[config.mk]
export PLATFORM = sky130hd
export DESIGN_NAME = tty_writer
export DESIGN_NICKNAME = d
export VERILOG_FILES = /design/src/rtl/tty_writer.sv
export SDC_FILE = /design/constraint.sdc
export NUM_CORES = 1
export LEC_CHECK = 0
export ABC_AREA = 1
export CAP_MARGIN = 15
export CELL_PAD_IN_SITES_DETAIL_PLACEMENT = 0
export CELL_PAD_IN_SITES_GLOBAL_PLACEMENT = 1
export CORE_ASPECT_RATIO = 0.75
export CORE_MARGIN = 1
export CORE_UTILIZATION = 35
export CTS_CLUSTER_DIAMETER = 60
export DETAILED_ROUTE_END_ITERATION = 12
export HOLD_SLACK_MARGIN = 0.02
export PLACE_DENSITY = 0.85
export SLEW_MARGIN = 40
export SYNTH_ARGS = -nofsm -noshare
export SYNTH_HDL_FRONTEND = slang
export SYNTH_SLANG_ARGS = --single-unit
[constraint.sdc]
create_clock -name msoc_clk -period 2.4 [get_ports msoc_clk]
set_clock_uncertainty 0.15 [all_clocks]
set_input_delay 0.36 -clock msoc_clk [delete_from_list [all_inputs] [get_ports msoc_clk]]
set_output_delay 0.36 -clock msoc_clk [all_outputs]
set_load 0.01 [all_outputs]
[src/rtl/tty_writer.sv]
// tty_writer: glass-TTY front end for port B of the 64x128 text frame store.
// Round-robins a character stream (cursor, CR/LF/BS/FF, hardware scroll) against CPU byte accesses.
module tty_writer #(
  parameter int         COLS = 128,
  parameter int         ROWS = 64,
  parameter logic [7:0] FILL = 8'h20
) (
  input  logic        msoc_clk,
  input  logic        rstn,
  input  logic        ch_valid,
  input  logic [7:0]  ch_data,
  output logic        ch_ready,
  input  logic        cpu_req,
  input  logic        cpu_we,
  input  logic [12:0] cpu_addr,
  input  logic [7:0]  cpu_wdata,
  output logic [7:0]  cpu_rdata,
  output logic        cpu_ack,
  output logic [12:0] addrb,
  output logic [7:0]  dinb,
  input  logic [7:0]  doutb,
  output logic        web,
  output logic        enb,
  output logic [5:0]  cursor_row,
  output logic [6:0]  cursor_col,
  output logic        busy
);

  localparam logic [6:0]  COL_MAX   = 7'(COLS - 1);
  localparam logic [5:0]  ROW_MAX   = 6'(ROWS - 1);
  localparam logic [12:0] ROW_BYTES = 13'(COLS);
  localparam logic [12:0] LAST_ROW  = 13'((ROWS - 1) * COLS);
  localparam logic [12:0] ADDR_LAST = 13'(ROWS * COLS - 1);

  typedef enum logic [2:0] {
    S_IDLE    = 3'd0,
    S_PUT     = 3'd1,
    S_CPU_ISS = 3'd2,
    S_CPU_ACK = 3'd3,
    S_SCR_RD  = 3'd4,
    S_SCR_WR  = 3'd5,
    S_CLR     = 3'd6
  } state_e;

  state_e      state_q, state_d;
  logic        rr_chr_q, rr_chr_d;   // 1: last grant went to the character stream
  logic [5:0]  row_q, row_d;
  logic [6:0]  col_q, col_d;
  logic [7:0]  ch_q, ch_d;
  logic [12:0] cnt_q, cnt_d;         // scroll source address, or clear address
  logic        we_q, we_d;
  logic [7:0]  rdata_q, rdata_d;
  logic        run_q;                // holds ch_ready low until the cycle after reset release
  logic        ch_take;
  logic        printable;
  logic        newline;

  assign cursor_row = row_q;
  assign cursor_col = col_q;

  // State, cursor and datapath registers
  always_ff @(posedge msoc_clk or negedge rstn) begin
    if (!rstn) begin
      state_q  <= S_IDLE;
      rr_chr_q <= 1'b0;
      row_q    <= 6'd0;
      col_q    <= 7'd0;
      ch_q     <= 8'h00;
      cnt_q    <= 13'd0;
      we_q     <= 1'b0;
      rdata_q  <= 8'h00;
      run_q    <= 1'b0;
    end else begin
      state_q  <= state_d;
      rr_chr_q <= rr_chr_d;
      row_q    <= row_d;
      col_q    <= col_d;
      ch_q     <= ch_d;
      cnt_q    <= cnt_d;
      we_q     <= we_d;
      rdata_q  <= rdata_d;
      run_q    <= 1'b1;
    end
  end

  // Arbitration, character decode, next state and frame-store port drive
  always_comb begin
    state_d   = state_q;
    rr_chr_d  = rr_chr_q;
    row_d     = row_q;
    col_d     = col_q;
    ch_d      = ch_q;
    cnt_d     = cnt_q;
    we_d      = we_q;
    rdata_d   = rdata_q;
    cpu_rdata = rdata_q;
    cpu_ack   = 1'b0;
    enb       = 1'b0;
    web       = 1'b0;
    addrb     = 13'd0;
    dinb      = 8'h00;
    newline   = 1'b0;
    busy      = (state_q != S_IDLE);
    ch_ready  = run_q & (state_q == S_IDLE) & ~(cpu_req & rr_chr_q);
    ch_take   = ch_valid & ch_ready;
    printable = (ch_data >= 8'h20) && (ch_data <= 8'h7E);

    case (state_q)
      S_IDLE: begin
        if (ch_take) begin
          rr_chr_d = 1'b1;
          if (printable) begin
            ch_d    = ch_data;
            state_d = S_PUT;
          end else begin
            case (ch_data)
              8'h0D: col_d = 7'd0;
              8'h0A: newline = 1'b1;
              8'h08: col_d = (col_q != 7'd0) ? (col_q - 7'd1) : col_q;
              8'h0C: begin
                row_d   = 6'd0;
                col_d   = 7'd0;
                cnt_d   = 13'd0;
                state_d = S_CLR;
              end
              default: col_d = col_q;
            endcase
          end
        end else if (cpu_req) begin
          rr_chr_d = 1'b0;
          we_d     = cpu_we;
          state_d  = S_CPU_ISS;
        end else begin
          state_d = S_IDLE;
        end
      end
      S_PUT: begin
        enb     = 1'b1;
        web     = 1'b1;
        addrb   = {row_q, col_q};
        dinb    = ch_q;
        state_d = S_IDLE;
        if (col_q != COL_MAX) begin
          col_d = col_q + 7'd1;
        end else begin
          newline = 1'b1;
        end
      end
      S_CPU_ISS: begin
        enb     = 1'b1;
        web     = cpu_we;
        addrb   = cpu_addr;
        dinb    = cpu_wdata;
        state_d = S_CPU_ACK;
      end
      S_CPU_ACK: begin
        cpu_ack = 1'b1;
        state_d = S_IDLE;
        if (!we_q) begin
          cpu_rdata = doutb;
          rdata_d   = doutb;
        end else begin
          cpu_rdata = rdata_q;
        end
      end
      S_SCR_RD: begin
        enb     = 1'b1;
        addrb   = cnt_q;
        state_d = S_SCR_WR;
      end
      S_SCR_WR: begin
        enb   = 1'b1;
        web   = 1'b1;
        addrb = cnt_q - ROW_BYTES;
        dinb  = doutb;
        if (cnt_q == ADDR_LAST) begin
          cnt_d   = LAST_ROW;
          state_d = S_CLR;
        end else begin
          cnt_d   = cnt_q + 13'd1;
          state_d = S_SCR_RD;
        end
      end
      S_CLR: begin
        // Both clear ranges (last row, whole buffer) end on the top address
        enb   = 1'b1;
        web   = 1'b1;
        addrb = cnt_q;
        dinb  = FILL;
        if (cnt_q == ADDR_LAST) begin
          state_d = S_IDLE;
        end else begin
          cnt_d = cnt_q + 13'd1;
        end
      end
      default: state_d = S_IDLE;
    endcase

    if (newline) begin
      col_d = 7'd0;
      if (row_q != ROW_MAX) begin
        row_d = row_q + 6'd1;
      end else begin
        cnt_d   = ROW_BYTES;
        state_d = S_SCR_RD;
      end
    end else begin
      row_d = row_d;
    end
  end

endmodule
======== Word-level counts from Yosys, hierarchy flattened ========
Index checks and enable logic that the tools add are counted.
storage, ports and cells
  flip-flop bits (word level) ............. 48
  bits in latches ......................... 0
  memory bits (writable) .................. 0
  memory bits (read-only) ................. 0
  input bits .............................. 42
  output and inout bits ................... 47
  memories ................................ 0
operators by class
  $add $sub $neg .......................... 5
  multiply operators ...................... 0
  div/mod/pow operators ................... 0
  $lt $le $gt $ge ......................... 2
  equal/unequal tests ..................... 18
  shifts and indexed selects .............. 0
  mux-type cells .......................... 44
  bitwise gates (word level) .............. 6
  reduce and logical (&&, ||, !) cells .... 14
operators by type and width
  cell                                                                                  number
  13-bit two-way mux                                                                    7
  13-bit one-hot mux with 4 select lines                                                1
  13-bit one-hot mux with 3 select lines                                                1
  6-bit two-way mux                                                                     6
  7-bit two-way mux                                                                     5
  8-bit by 4-bit equality test with 1-bit output (second input constant)                4
  8-bit one-hot mux with 4 select lines                                                 1
  7-bit one-hot mux with 2 select lines                                                 2
  3-bit two-way mux                                                                     6
  8-bit two-way mux                                                                     2
  3-bit one-hot mux with 5 select lines                                                 1
  13-bit by 1-bit adder with 13-bit output (second input constant)                      1
  13-bit equality test (second input constant)                                          1
  13-bit by 8-bit subtractor with 13-bit output (second input constant)                 1
  3-bit equality test (second input constant)                                           3
  3-bit != test (second input constant)                                                 3
  8-bit by 6-bit greater-or-equal comparator with 1-bit output (second input constant)  1
  8-bit by 7-bit <= comparator with 1-bit output (second input constant)                1
  1-bit two-way mux                                                                     8
  7-bit by 1-bit adder with 7-bit output (second input constant)                        1
  7-bit != test (second input constant)                                                 1
  7-bit nonzero test                                                                    1
  7-bit by 1-bit subtractor with 7-bit output (second input constant)                   1
  6-bit by 1-bit adder with 6-bit output (second input constant)                        1
  other kinds (19)                                                                      29

======== Depth between registers and ports, before layout ========
Gate-level depths: netlist of the first run.
  word-level depth ........................ 8
  depth in mapped cells ................... 12
  mapped depth without buffers ............ 12

======== Worst setup path before layout of the first run ========
Ideal clock, no wire load.
  path type ............................... reg-to-reg
  start ................................... register cnt_q[0]
  end ..................................... register cnt_q[0]
  arrival time ............................ 1.731 ns
  data required time ...................... 2.137 ns
  slack ................................... 0.406 ns
  stages on the path, launching flop included .. 13
  path buffers ............................ 0
  period minus slack after synthesis ...... 1.994 ns
  path through ............................ dfrtp_1 ha_1 nand2_1 nor2_1 nand2_1 nor2_1 nand4_1 ha_1 nor2_1 a21oi_1 nand3_1 nand2_1 inv_1
on the way
  longest elaborated chain between the ends .. 6
  elaborated cells on any way between the ends .. 10
  those cells by class .................... add/sub: 1; eq/ne: 1; mux: 8
ends and longest elaborated chain
  what                                                                              RTL line  text
  from (decl)                                                                       50        logic [12:0] cnt_q, cnt_d;
  from (signal assigned)                                                            79        cnt_q <= cnt_d;
  branches (longest 3 deep; another with 13-bit by 1-bit adder with 13-bit output)  n/a
  13-bit one-hot mux with 3 select lines (*)                                        108       case (state_q)
  13-bit two-way mux                                                                201       if (row_q != ROW_MAX) begin
  13-bit two-way mux (*)                                                            199       if (newline) begin
  named net cnt_d[0]                                                                50
Mark *: on every way through the listed nets, which the timed path passes.
A chain may end at the register's enable or synchronous reset.

======== Worst setup path after layout of the first run ========
  start ................................... register state_q[2]
  end ..................................... output dinb[3]
on the way
  longest elaborated chain between the ends .. 2
  elaborated cells on any way between the ends .. 5
  those cells by class .................... eq/ne: 4; mux: 1
ends and longest elaborated chain
  what                                         RTL line  text
  from (decl)                                  45        state_e state_q, state_d;
  from (signal assigned)                       74        state_q <= state_d;
  3-bit equality test (tied with other cells)  108
  8-bit one-hot mux with 4 select lines (*)    108
  to (decl)                                    20        output logic [7:0] dinb,
Every way passes the cells marked *; elsewhere a longest branch is shown, timed or not.

==> flow_results.org, run 1 <==
** Critical path
- Maximum fanout along the worst path :: 12
- For the worst setup path, the data arrival time is roughly 1800 ps.
- The critical path contains buffers and inverters numbering 4 combined.
- Type of origin of the critical path :: flip-flop
- Crit-path slowest cell :: sky130_fd_sc_hd__dfrtp_2
- For this run, the slowest stage of the critical path takes between 400 and 500 ps.
- Traced cell by cell, the critical path runs through inv_1 -> nor2_4 -> nand2_4 -> clkinv_1 -> buf_4 -> nand2_1 -> nand3_1 -> dlygate4sd2_1.
- Cell family contributing the most delay on the critical path :: buffers and inverters
- The worst setup path is captured at an output port.
- Critical path required time :: 1890 ps
- Crit Path Category :: reg -> out
- Startpoint of the worst-slack reg-to-reg timing path :: cnt_q[0]$_DFF_PN0_
- Worst setup path start :: state_q[2]$_DFF_PN0_

** Clocking
- Clock H-tree levels :: 2
- Clock latency on the worst-skew pair, taken at its later pin, is 290 ps.
- CTS tree :: yes
- Deepest clock path buffer count :: 2
- Cell at the root of the clock tree :: sky130_fd_sc_hd__clkbuf_16
- The clock drives between 40 and 50 sinks.
- Total CTS buffers :: 5
- Clock-pin slew was measured on the worst setup and hold paths at ~70 ps.

** Synthesis
- Synthesis handed over a netlist of about 570 instances.
- Portion of synthesized cell area occupied by the leading cell type :: 32.6%
- Synth area leader :: sky130_fd_sc_hd__dfrtp_1
- For this run, the number of Yosys warnings is 0.
- Seq/Total Area, Yosys :: around 33%
- Ranked by total cell area, the synthesized netlist is headed by sky130_fd_sc_hd__dfrtp_1 33%, sky130_fd_sc_hd__nand2_1 19%, sky130_fd_sc_hd__nand3_1 6.6%, sky130_fd_sc_hd__nor2_1 6.4%, sky130_fd_sc_hd__inv_1 6.3%.
- Synthesis inferred 48 register bits.
- Each instance of the synthesized netlist takes up on average ~6.5 µm².
- Number of distinct library cells after synthesis :: 37
- Post-synthesis instance area :: between 0.003 and 0.004 mm²
- The number of nets handed over by synthesis was 615.

** Outcome
- Result of the run :: finished, final reports clean

** Timing
- Setup repair after global routing missed its margin :: no
- Derived from the worst setup path, the maximum achievable clock frequency is 432 MHz.
- Setup violation total in the final timing report :: 0
- Final hold violation count :: 0
- Pin slew with the least headroom to its limit :: approximately 650 ps
- Across all hold checks on the routed design, the worst slack comes to approximately 21 ps.
- For the final routed database, the setup TNS stands at 0 ps.
- After layout, the worst path uses between 90% and 100% of the clock period.
- Slew HR :: around 57%
- Final min period :: between 2000 and 2500 ps
- Max-slew violation total from the final report :: 0

** Placement
- DP HPWL :: approximately 9300 µm
- In this run the cell area measured after placement is 0.00492 mm².
- Global placer's final weighted congestion :: 0.900
- Cell Count Post-Placement :: 807
- IO Port Bufs :: 88

** Global routing
- Number of global-route vias before repair :: a little under 4000
- Initial antenna violation count :: 0
- The first global-routing pass estimated roughly 20000 µm of wire.
- Entering global routing, the biggest net connects 49 pins.
- Global routing finished with a remaining overflow of 0.
- GRT Overall Usage :: roughly 23%

** Drt
- Per-cell routed wire length :: approximately 15 µm
- The first detailed-routing pass ran for 5 iterations.
- Number of DRC markers after the initial detailed-route iteration :: between 200 and 300
- Number of vias in the routed layout :: a little over 4000
- DRT antenna net count :: 0
- Wires add up to ~12000 µm.
- Drc violations :: 0
- Dividing the detail-routed via count by the number of cells gives between 5 and 6.

** Finish
- Final Non-Filler Cells :: ~820
- Of the cells placed in the final design, the portion with a size suffix greater than 1 is roughly 14%.
- Fill cells in the final layout number 1028.
- Post-route cell area :: 0.00518 mm²
- Fin nets :: 735
- The repair_antennas step left the layout with diodes totalling 0.
- The area growth from synthesis to layout is 40.4%.

** Worst hold path
- The worst hold path belongs to the class in -> async.

** Floorplan
- Die area :: 0.0110 mm²
- Floorplan die height :: ~90 µm
- Number of rows in the core area :: 32
- Measured along the x axis, the die boundary spans 121 µm.
- The initial utilization of the core area, before any placement, comes to a little over a third.
- Number of top-level pins :: 89
- Area of the core :: ~0.010 mm²

** Pwr
- PD cells :: 965 mW/mm²
- The worst-case IR drop observed on VDD is around 0.38 mV.
- Static leakage :: around 2.6 nW

** Flow run
- The tool flagged a number of max-cap violations equal to 0.
## path summary, 6_finish.rpt
| path | end | slack, ps | cells past startpoint |
|---|---|---|---|
| worst min-delay path | rdata_q[6]$_DFF_PN0_ | 20 | 2 |
| min in group msoc_clk | ch_q[3]$_DFFE_PN0P_ | 320 | 2 |
| worst min register to register | ch_q[3]$_DFFE_PN0P_ | 320 | 2 |
| max in group asynchronous | cnt_q[8]$_DFF_PN0_ | 1600 | 2 |
| worst max register to register | cnt_q[3]$_DFF_PN0_ | 250 | 11 |
| worst max-delay path | dinb[3] | 80 | 8 |
## flip-flops by register name (all words and copies together) (netlist names)
register	cells
state_q	3
cursor_col	7
ch_q	8
we_q	1
cursor_row	6
rdata_q	8
cnt_q	13
rr_chr_q	1
run_q	1
## final cells by class
class	instances	area, µm²	area share (%)
Multi-Input combinational cell	433	2230	43.1
Sequential cell	48	1210	23.3
Timing Repair Buffer	130	1170	22.7
Inverter	67	254	4.90
Tap cell	136	170	3.29
Clock buffer	7	133	2.56
Clock inverter	1	8.76	0.169
## what timing repair did
item / in CTS / in global routing
buffers inserted: 3 / 3
hold buffers: 0 / 0
gates cloned: 0 / 1
endpoints found under the setup margin: 31 / 12
gates resized for setup: 50 / 29
pin swaps: 0 / 1
## metrics by stage
step	utilization (%)	setup WS, ps	power [mW]
after floorplan	-	406	2.94
after global placement	48.0	48.3	4.25
after detailed placement	48.0	-67.6	4.29
after CTS	49.9	-56.0	4.95
after global routing	50.5	2.09	5.42
final	50.5	84.1	5.00
## metal layers
metal | share of wire, % | vias to the layer above | global-route usage (%)
met3 | 6.5 | 8 | 4.29
met5 | 0 | - | 0
met1 | 50 | 1882 | 33.7
met2 | 43 | 147 | 35.8
li1 | - | 2086 | -
met4 | 0.83 | 0 | 4.42
## placed cells by master, fill, tap and decap left out, drive strengths merged, types with 6 or more instances in the layout
master | synthesis | final
inv | 65 | 65
dfrtp | 48 | 48
nand3 | 50 | 50
ha | 8 | 8
nand2 | 192 | 193
clkdlybuf4s50 | 0 | 56
o21ai | 32 | 32
dlygate4sd2 | 0 | 20
a21oi | 21 | 21
buf | 10 | 43
nor3 | 6 | 6
nor2 | 68 | 68
nand4 | 13 | 13
clkbuf | 8 | 11
o2111ai | 6 | 6
o211ai | 12 | 12
## kinds of logic (layout without fill, tap and decap cells)
logic type / after synthesis / count (layout) / synth area share (%)
and+or+nand+nor: 331 / 332 / 39.2
other: 1 / 1 / 0.102
adders and majority gates: 8 / 8 / 2.71
AOI/OAI and AO/OA: 84 / 84 / 14.3
muxes: 1 / 1 / 0.305
buffers and inverters: 85 / 205 / 9.16
xor gates and xnor gates: 7 / 7 / 1.66
DFF: 48 / 48 / 32.6
## cells in the mapped netlist, drive strengths merged
cell type and count:
a21boi 1, a21oi 21, a221oi 1, a22oi 3, a31o 1, a31oi 2
buf 10, clkbuf 8, clkinv 2, conb 1, dfrtp 48, ha 8
inv 65, mux2 1, nand2 192, nand3 50, nand3b 2, nand4 13
nor2 68, nor3 6, o2111ai 6, o211ai 12, o21ai 32, o221ai 5
xnor2 3, xor2 4
## power by group
group	internal, mW	switching (mW)
combinational	1.29	1.69
clock	0.390	0.311
sequential	1.08	0.242
Power figures use the tool's default switching activity.
==> inputs of run 2 (changes only) <==
- HOLD_SLACK_MARGIN: 0.02 -> not set
==> results of run 2 <==
No change in the layout: final DEF, timing and power equal those of run 1.
==> inputs of run 3 (changes only) <==
- CORE_ASPECT_RATIO: 0.75 -> 0.8
- CTS_CLUSTER_SIZE: not set -> 30
==> run 3 against run 2 <==
- the flow now finishes with violations (setup timing)
- fmax shrank 7.7%
- via count grew 2.3%
- die area is essentially flat
- sequential share of layout area shrank 0.18 points
- non-clock buffer count shrank 2
- critical path depth shrank 1
- first-iteration DRC count grew 30%
- setup slack lost 190 ps
- total power grew 3.8%
- final area grew 0.68%
==> flow_results.org, run 3 (synthesis gave the netlist of run 1 again) <==
** Finish
- The top cell types in the final layout, fill and taps aside, are 182 x sky130_fd_sc_hd__nand2_1, 62 x sky130_fd_sc_hd__clkdlybuf4s50_1, 61 x sky130_fd_sc_hd__inv_1.
- Largest reg by FF count :: cnt_q
- Final design utilization :: 50.9% (+0.39 points)
- The total of fill cells in the finished design came to 1073 (+4.4%).
- Fin nets :: 733 (-0.27%)
- Area growth, synth to finish :: 41.4%
- Largest register FFs :: 13 (unchanged)
- Antenna diode instance count :: 0 (unchanged)
- Commonest non-fill, non-tap cell in the layout :: sky130_fd_sc_hd__nand2_1
- In the final layout, the registers with the most flip-flops are cnt_q (13), ch_q (8), rdata_q (8).
- Final Non-Filler Cells :: 824 (+0.24%)
- Proportion of layout cells with a drive suffix above 1 :: 12.3% (-1.7 points)

** Critical path
- Startpoint of the worst-slack reg-to-reg timing path :: cnt_q[3]$_DFF_PN0_
- The worst endpoint data arrival time is 2000 ps (+190 ps).
- Worst Reg2Reg Path Length in Cells :: 11 (unchanged)
- The worst-case register-to-register setup slack came to 300 ps (+50 ps).
- The required time at the endpoint of the critical path is 1890 ps (about the same).
- Critical path endpoint category :: output port
- Among cell families on the critical path, the largest total delay comes from buffers and inverters.
- Type of origin of the critical path :: flip-flop
- The critical path goes through nor2_2 -> nand2_4 -> clkinv_1 -> buf_4 -> nand2_1 -> nand3_1 -> clkdlybuf4s50_1.
- The worst path buffer plus inverter count is 3 (-1).
- Maximum fanout along the worst path :: 9 (-3)
- Reg-to-Reg End :: cnt_q[0]$_DFF_PN0_
- The critical path is of the reg -> out type.
- CP peak stage delay :: 530 ps (+80 ps)
- Crit-path slowest cell :: sky130_fd_sc_hd__clkdlybuf4s50_1
- Worst setup path start :: state_q[1]$_DFF_PN0_

** Clocking
- Skew-Pair Late Insertion Delay :: 300 ps (about the same)
- CTS tree :: yes
- The tree is rooted in a sky130_fd_sc_hd__clkbuf_16.
- The hold buffer count at cts came to 0 (unchanged).
- Total CTS buffers :: 5 (unchanged)
- The clock slew seen by the registers of the worst setup and hold paths is 70 ps (about the same).
- # clock sinks :: 48 (unchanged)
- Deepest clock path buffer count :: 2 (unchanged)
- The H-tree depth was 2 (unchanged).

** Drt
- Vias per cell :: 5.12 (+2.0%)
- The final wirelength is 12700 µm (+3.5%).
- Drc violations :: 0 (unchanged)
- Pre-antenna DRT Iters :: 5 (unchanged)
- Number of DRC markers after the initial detailed-route iteration :: 331 (+30%)
- DRT antenna net count :: 0 (unchanged)
- Per-cell routed wire length :: 15.4 µm (+3.3%)
- The total number of vias is 4216 (+2.3%).

** Global routing
- GRT Overall Usage :: 25.1% (+1.9 points)
- The global-route wire length before repair came to 21000 µm (+4.5%).
- The number of global-route vias before repair was 4119 (+3.6%).
- The final global-route overflow total was 0 (unchanged).
- Initial antenna violation count :: 1 (+1)
- The largest net degree at the start of global routing is 49 (unchanged).

** Pwr
- The power per unit of standard cell area was 995 mW/mm² (+3.1%).
- Max rail drop VDD :: 0.408 mV (+6.0%)
- Static leakage :: 2.78 nW (+4.9%)

** Timing
- The final hold violation count is 0 (unchanged).
- The setup TNS after final layout came to -218 ps (-218 ps).
- The transition time of the tightest slew-check pin is 661 ps (+11.1 ps).
- The achievable clock frequency came to 398 MHz (-7.7%).
- Setup repair after global routing could not meet its margin everywhere.
- Final min period :: 2510 ps (+194 ps)
- The number of max-slew violations in the final report came to 0 (unchanged).
- Setup violation total in the final timing report :: 5 (+5)
- The worst relative slew slack came to 55.9% (-0.74 points).
- Period Utilization, post-route :: 105% (+8.1 points)
- Setup slack after layout :: -110 ps (-194 ps)

** Flow run
- The number of maximum-capacitance violations was 0 (unchanged).

** Floorplan
- The total number of placement rows is 33 (+3.1%).
- The width of the die came to 117 µm (-3.1%).
- The overall die area is 0.0110 mm² (about the same).
- The die boundary height came to 93.8 µm (+3.2%).
- The standard cell core area is 0.0102 mm² (about the same).
- Initial core utilization :: 36.0% (about the same)
- Number of top-level pins :: 89 (unchanged)

** Placement
- Cell Count Post-Placement :: 810 (+0.37%)
- The worst slack after detailed placement came to -77.3 ps (-9.70 ps).
- The number of input and output port buffers inserted is 88 (unchanged).
- Global placer's final weighted congestion :: 0.846 (-6.0%)
- The half-perimeter wire length after placement is 9640 µm (+3.2%).

** Outcome
- The checks that failed: setup timing.
- Result of the run :: finished, violations left

** Worst hold path
- Class of the worst hold path :: in -> async
[run 3: changes by cell type in the layout (fill, tap and decap cells not counted), sizes merged, moves of 2 or more]
cell           change
dlygate4sd2       -14
buf                -2
clkdlybuf4s50      +6
dlymetal6s2s      +12
clkbuf             -5
[run 3: metal layers]
metal / vias to the layer above / wire length, µm / track usage [%]
met5: - / 0 / 0
met4: 0 / 179 / 6.43
met3: 15 / 1230 / 6.52
met2: 175 / 5480 / 39.3
met1: 1946 / 5830 / 34.2
li1: 2080 / - / -
[run 3: timing repair]
item	in CTS	in global routing
pin swaps	2	1
buffers inserted	3	2
setup endpoints to repair	30	24
gates resized for setup	25	26
cloned	1	0
[run 3: report_power, final]
group / total [mW] / internal, mW / switching (mW) / leakage, nW
logic: 3.06 / 1.37 / 1.69 / 2.09
registers: 1.30 / 1.08 / 0.220 / 0.603
clock network: 0.826 / 0.491 / 0.336 / 0.0798
[run 3: final cells by class]
cell class | instances | area (µm²) | area share [%]
repair buffers | 128 | 1230 | 23.5
clock buffers | 5 | 125 | 2.40
well taps | 140 | 175 | 3.36
inverters | 67 | 254 | 4.87
multi-input cells | 433 | 2190 | 41.9
clock inverters | 3 | 42.5 | 0.816
flip-flops and latches | 48 | 1200 | 23.1
[run 3: worst max-delay path by stage]
stage	end	slack (ps)	cells past startpoint
5_1_grt	dinb[3]	-210	7
3_3_place_gp	cpu_rdata[5]	70	5
4_1_cts	cpu_rdata[2]	-190	5
3_5_place_dp	cpu_rdata[5]	-80	5
2_1_floorplan	cnt_q[0]$_DFF_PN0_	410	12
6_report	dinb[3]	-110	7
[run 3: metrics by stage]
stage	hold slack, ps	cell area, µm²	power (mW)
finish	31.6	5210	5.19
global route	83.9	5210	5.63
CTS	58.1	5150	5.23
detailed placement	313	4930	4.34
global placement	308	4930	4.28
floorplan	-85.6	3690	2.94
